$ cat src/rtl/axis_int_pkg.sv
// axis_int_pkg: shared constants, FSM state type and source-index helpers for the AXIS tag/data arbiter.
package axis_int_pkg;
    localparam int NUM_SRC = 3;
    localparam logic [1:0] SRC_PE  = 2'd0;
    localparam logic [1:0] SRC_BN  = 2'd1;
    localparam logic [1:0] SRC_RES = 2'd2;
    typedef enum logic [1:0] {ST_IDLE, ST_TAG, ST_DATA} state_e;
    function automatic logic [1:0] src_wrap(input logic [1:0] a, input int k);
        int s;
        s = int'(a) + k;
        return 2'(s % NUM_SRC);
    endfunction
endpackage

$ cat src/rtl/rr_arbiter.sv
// rr_arbiter: combinational round-robin grant, searching from ptr upward modulo NUM_SRC.
module rr_arbiter
    import axis_int_pkg::*;
(
    input  logic [NUM_SRC-1:0] req,
    input  logic [1:0]         ptr,
    output logic [NUM_SRC-1:0] gnt,
    output logic [1:0]         idx
);
    always_comb begin
        gnt = '0;
        idx = ptr;
        for (int k = NUM_SRC - 1; k >= 0; k--) begin
            if (req[src_wrap(ptr, k)]) begin
                gnt = NUM_SRC'(1) << src_wrap(ptr, k);
                idx = src_wrap(ptr, k);
            end
        end
    end
endmodule

$ cat src/rtl/axis_int_arbiter.sv
// axis_int_arbiter: packet-atomic merge of three (tag, data) AXIS stream pairs into one output pair.
module axis_int_arbiter
    import axis_int_pkg::*;
#(
    parameter int DATA_WIDTH = 128,
    parameter int TAG_WIDTH  = 64
) (
    input  logic                              clk,
    input  logic                              rst,
    input  logic [NUM_SRC-1:0]                s_axis_tvalid,
    output logic [NUM_SRC-1:0]                s_axis_tready,
    input  logic [NUM_SRC*DATA_WIDTH-1:0]     s_axis_tdata,
    input  logic [NUM_SRC*DATA_WIDTH/8-1:0]   s_axis_tkeep,
    input  logic [NUM_SRC-1:0]                s_axis_tlast,
    input  logic [NUM_SRC-1:0]                s_axis_tag_tvalid,
    output logic [NUM_SRC-1:0]                s_axis_tag_tready,
    input  logic [NUM_SRC*TAG_WIDTH-1:0]      s_axis_tag_tdata,
    input  logic [NUM_SRC*TAG_WIDTH/8-1:0]    s_axis_tag_tkeep,
    input  logic [NUM_SRC-1:0]                s_axis_tag_tlast,
    input  logic                              m_axis_tready,
    output logic                              m_axis_tvalid,
    output logic [DATA_WIDTH-1:0]             m_axis_tdata,
    output logic [DATA_WIDTH/8-1:0]           m_axis_tkeep,
    output logic                              m_axis_tlast,
    output logic [1:0]                        m_axis_tdest,
    input  logic                              m_axis_tag_tready,
    output logic                              m_axis_tag_tvalid,
    output logic [TAG_WIDTH-1:0]              m_axis_tag_tdata,
    output logic [TAG_WIDTH/8-1:0]            m_axis_tag_tkeep,
    output logic                              m_axis_tag_tlast,
    output logic [1:0]                        m_axis_tag_tdest,
    output logic                              busy
);
    localparam int KW  = DATA_WIDTH / 8;
    localparam int TKW = TAG_WIDTH / 8;
    state_e             state_q, state_d;
    logic [1:0]         sel_q, sel_d, ptr_q, ptr_d, gnt_idx;
    logic [NUM_SRC-1:0] gnt, sel_oh;
    rr_arbiter u_rr (
        .req (s_axis_tag_tvalid),
        .ptr (ptr_q),
        .gnt (gnt),
        .idx (gnt_idx)
    );
    always_comb begin
        sel_oh            = NUM_SRC'(1) << sel_q;
        busy              = state_q != ST_IDLE;
        m_axis_tag_tvalid = (state_q == ST_TAG) && s_axis_tag_tvalid[sel_q];
        m_axis_tag_tdata  = s_axis_tag_tdata[sel_q*TAG_WIDTH +: TAG_WIDTH];
        m_axis_tag_tkeep  = s_axis_tag_tkeep[sel_q*TKW +: TKW];
        m_axis_tag_tlast  = s_axis_tag_tlast[sel_q];
        m_axis_tag_tdest  = sel_q;
        s_axis_tag_tready = (state_q == ST_TAG && m_axis_tag_tready) ? sel_oh : '0;
        m_axis_tvalid     = (state_q == ST_DATA) && s_axis_tvalid[sel_q];
        m_axis_tdata      = s_axis_tdata[sel_q*DATA_WIDTH +: DATA_WIDTH];
        m_axis_tkeep      = s_axis_tkeep[sel_q*KW +: KW];
        m_axis_tlast      = s_axis_tlast[sel_q];
        m_axis_tdest      = sel_q;
        s_axis_tready     = (state_q == ST_DATA && m_axis_tready) ? sel_oh : '0;
    end
    always_comb begin
        state_d = state_q;
        sel_d   = sel_q;
        ptr_d   = ptr_q;
        if (state_q == ST_IDLE && |gnt) begin
            state_d = ST_TAG;
            sel_d   = gnt_idx;
        end
        if (m_axis_tag_tvalid && m_axis_tag_tready) state_d = ST_DATA;
        if (m_axis_tvalid && m_axis_tready && m_axis_tlast) begin
            state_d = ST_IDLE;
            ptr_d   = src_wrap(sel_q, 1);
        end
    end
    always_ff @(posedge clk) begin
        if (rst) begin
            state_q <= ST_IDLE;
            sel_q   <= '0;
            ptr_q   <= '0;
        end else begin
            state_q <= state_d;
            sel_q   <= sel_d;
            ptr_q   <= ptr_d;
        end
    end
endmodule

$ cat config.mk
export PLATFORM = sky130hd
export DESIGN_NAME = axis_int_arbiter
export DESIGN_NICKNAME = d
export VERILOG_FILES = /design/src/rtl/axis_int_pkg.sv /design/src/rtl/rr_arbiter.sv /design/src/rtl/axis_int_arbiter.sv
export SDC_FILE = /design/constraint.sdc
export NUM_CORES = 1
export LEC_CHECK = 0
export CORE_AREA = 8 8 343 345
export CTS_CLUSTER_DIAMETER = 50
export DETAILED_ROUTE_END_ITERATION = 6
export DIE_AREA = 0 0 351 353
export PLACE_DENSITY = 0.34
export SETUP_SLACK_MARGIN = 0.5
export SYNTH_ARGS = -nofsm -noshare
export SYNTH_HDL_FRONTEND = slang
export SYNTH_SLANG_ARGS = --single-unit
export TNS_END_PERCENT = 10
$ cat constraint.sdc
create_clock -name clk -period 2.8 [get_ports clk]
set_input_delay 0.56 -clock clk [delete_from_list [all_inputs] [get_ports clk]]
set_output_delay 0.56 -clock clk [all_outputs]
set_load 0.01 [all_outputs]
==> results.txt <==
status: complete, no violations
vias in the first global route: 11300
crit path kind: input pin to primary output
Cells after Synth: 826
WL per Instance: 28.4 um
clock latency on the worst-skew pair: 230 ps
DRT iter0 DRCs: 536
post-DP HPWL: 81200 um
Hold Buf Count CTS: 0
Synth Register Bits: 6
worst path required time: 2240 ps
Slew @ Worst Pin: 551 ps
CTS tree: yes
most frequent CP cell: clkdlybuf4s50_1
leakage: 6.40 nW
Power Dens Cells: 295 nW/um2
Most used DFF post-synth: dfxtp_1
syn_nets: 1497
VDD IR-drop max: 0.000145 V
synth warn: 0
clock slew at reported path FFs: 40 ps
final hold violations: 0
Total GRT Usage: 14.0%
busiest layer in global routing: met2
clk_skew: 1.78 ps
ys async rst share: 0%
total number of H-tree levels: 1
met2 usage: 25.0%
Layout Cells excl Fill: 3285
Starting Density: 4.69%
PnR worst setup slack: 232 ps
hold path startpoint: ptr_q[0]
Crit Path Max Fanout: 4
CTS Root Cell: clkbuf_16
FF-to-FF Start: ptr_q[0]
largest net degree at the start of global routing: 87
unrepaired setup endpoints after global routing: yes
detailed-route via count: 10500
Cells after DPL: 3222
Area Growth Syn to Fin: 245%
first-pass GRT wire length: 117000 um
fmax: 0.389 GHz
M3 GR Usage: 6.69%
PortBufs: 894
CTS buffer count: 3
die height: 353 um
Worst path slowest cell: clkdlybuf4s50_1
Nets: 2446
Area after DPL: 17000 um2
core area: 112000 um2
total power: 5.35 mW
FF/Latch Area: 128 um2
die width: 351 um
CTS Buffer Depth: 2
MaxCap Viol Count: 0
Slew Viols, Final: 0
clk sink count: 6
DIE AREA: 124000 um2
Seq/Total Area, Yosys: 2.29%
number of fill cells: 12700
dpl ws: -26.4 ps
Final Util: 16.2%
remaining antenna violation count: 0
worst path cell trace: clkdlybuf4s50_1 -> nor3b_4 -> and2_1 -> clkdlybuf4s50_1
antenna violations before repair: 60
drt pass-1 iters: 5
critical path buffer and inverter count: 2
Post-synth EDFFs: 0
Final TNS setup: 0 ps
DRC Markers: 0
fin crit period: 2570 ps
CP Capture Type: primary output
total wire length: 93400 um
Largest stage delay, worst path: 530 ps
Design Area, Final: 18100 um2
startpoint class of the critical path: input pin
max_slew headroom: 62.9%
met1 Track Usage GR: 15.8%
Fin Hold WS: 560 ps
CP startpoint: m_axis_tag_tready
Arr. time, crit path: 2010 ps
Ports: 895
Hold Crit Class: flop to flop
global placement routability congestion: 0.910
Multi-input gate area: 4970 um2
Worst path top cell family by delay: buffers and inverters
Vias/cell: 3.19
site row count: 123
Setup Viol. Count Final: 0
average size of a mapped cell: 6.36 um2
Final period util: 91.7%
grt ovf: 0
Synth cell types: 42
layout cells sized above 1: 18.5%
Post-Syn Area: 5250 um2
==> sequential cells by signal, summed over array words and instances, names as in the netlist <==
signal            flops
m_axis_tag_tdest      2
state_q               2
ptr_q                 2
==> placed cells by master (no fill, tap or decap), drive strengths merged, types with 4 or more instances in the layout <==
cell type	n
clkdlybuf4s50	672
buf	244
mux2i	223
nand2	221
o21ai	219
dlygate4sd2	98
diode	11
inv	11
nor2	9
clkbuf	8
ha	7
and2	6
a21oi	6
dfxtp	6
bufbuf	4
nor2b	4
o2bb2ai	4
==> cell families (layout without fill, tap and decap cells) <==
| family | Yosys count | after routing | share of synthesized area [%] |
|---|---|---|---|
| AND/OR/NAND/NOR | 252 | 252 | 19.3 |
| AO/OA/AOI/OAI | 245 | 245 | 25.5 |
| multiplexers | 224 | 224 | 42.8 |
| buffers and inverters | 92 | 1040 | 8.39 |
| adder cells (fa/ha/maj) | 7 | 7 | 1.67 |
| flip-flops | 6 | 6 | 2.29 |
| other | 0 | 11 | 0 |
==> power breakdown <==
group | internal (mW) | switching, mW | total, mW
Combinational | 2.70 | 2.30 | 5.00
Clock | 0.189 | 0.0526 | 0.242
Sequential | 0.0934 | 0.0117 | 0.105
Total | 2.98 | 2.37 | 5.35
==> path summary, 6_finish.rpt <==
kind	cells past startpoint	slack (ps)	end
setup / recovery	4	230	s_axis_tag_tready[0]
hold / removal	2	560	ptr_q[0]
setup reg to reg	7	390	m_axis_tag_tdest[0]
hold reg to reg	2	560	ptr_q[0]
==> worst min-delay path, stage by stage, from the launching register on <==
cell and delay (ps):
dfxtp_1 330, nor2_1 120, a211oi_1 50
==> Yosys cell counts, types with 2 or more instances <==
| library cell | count | area share (%) |
|---|---|---|
| dfxtp_1 | 6 | 2.3 |
| ha_1 | 7 | 1.7 |
| and3_1 | 3 | 0.36 |
| nor2_1 | 9 | 0.64 |
| o21a_1 | 3 | 0.43 |
| o21ai_0 | 219 | 21 |
| o2bb2ai_1 | 4 | 0.67 |
| buf_2 | 38 | 3.6 |
| nand2_1 | 221 | 16 |
| a2bb2oi_1 | 2 | 0.33 |
| a21oi_1 | 6 | 0.57 |
| mux2i_1 | 223 | 43 |
| buf_6 | 2 | 0.43 |
| inv_1 | 10 | 0.71 |
| or3_1 | 2 | 0.24 |
| and2_1 | 6 | 0.71 |
| buf_4 | 6 | 0.86 |
| nand2b_1 | 2 | 0.24 |
| clkbuf_1 | 33 | 2.4 |
| nor2b_1 | 2 | 0.24 |
==> metal layers <==
layer	wire [um]	part of all wire, %	vias to the layer above
li1	-	-	4834
met4	635	0.68	14
met2	45800	49	604
met3	11700	13	81
met5	90	0.096	-
met1	35200	38	4951
==> timing repair <==
item | CTS | global route
setup endpoints to repair | 230 | 232
setup buffers | 27 | 6
resized for setup | 348 | 126
gates cloned | 12 | 3
pin swaps | 2 | 5
==> cell type report <==
type                    instances  share of cell area, %
diodes                         11                  0.152
multi-input cells             728                   27.5
clock buffers                   4                  0.435
flip-flops and latches          6                  0.705
repair buffers               1025                   60.6
well taps                    1500                   10.4
inverters                      11                  0.228
Power figures use the tool's default switching activity.
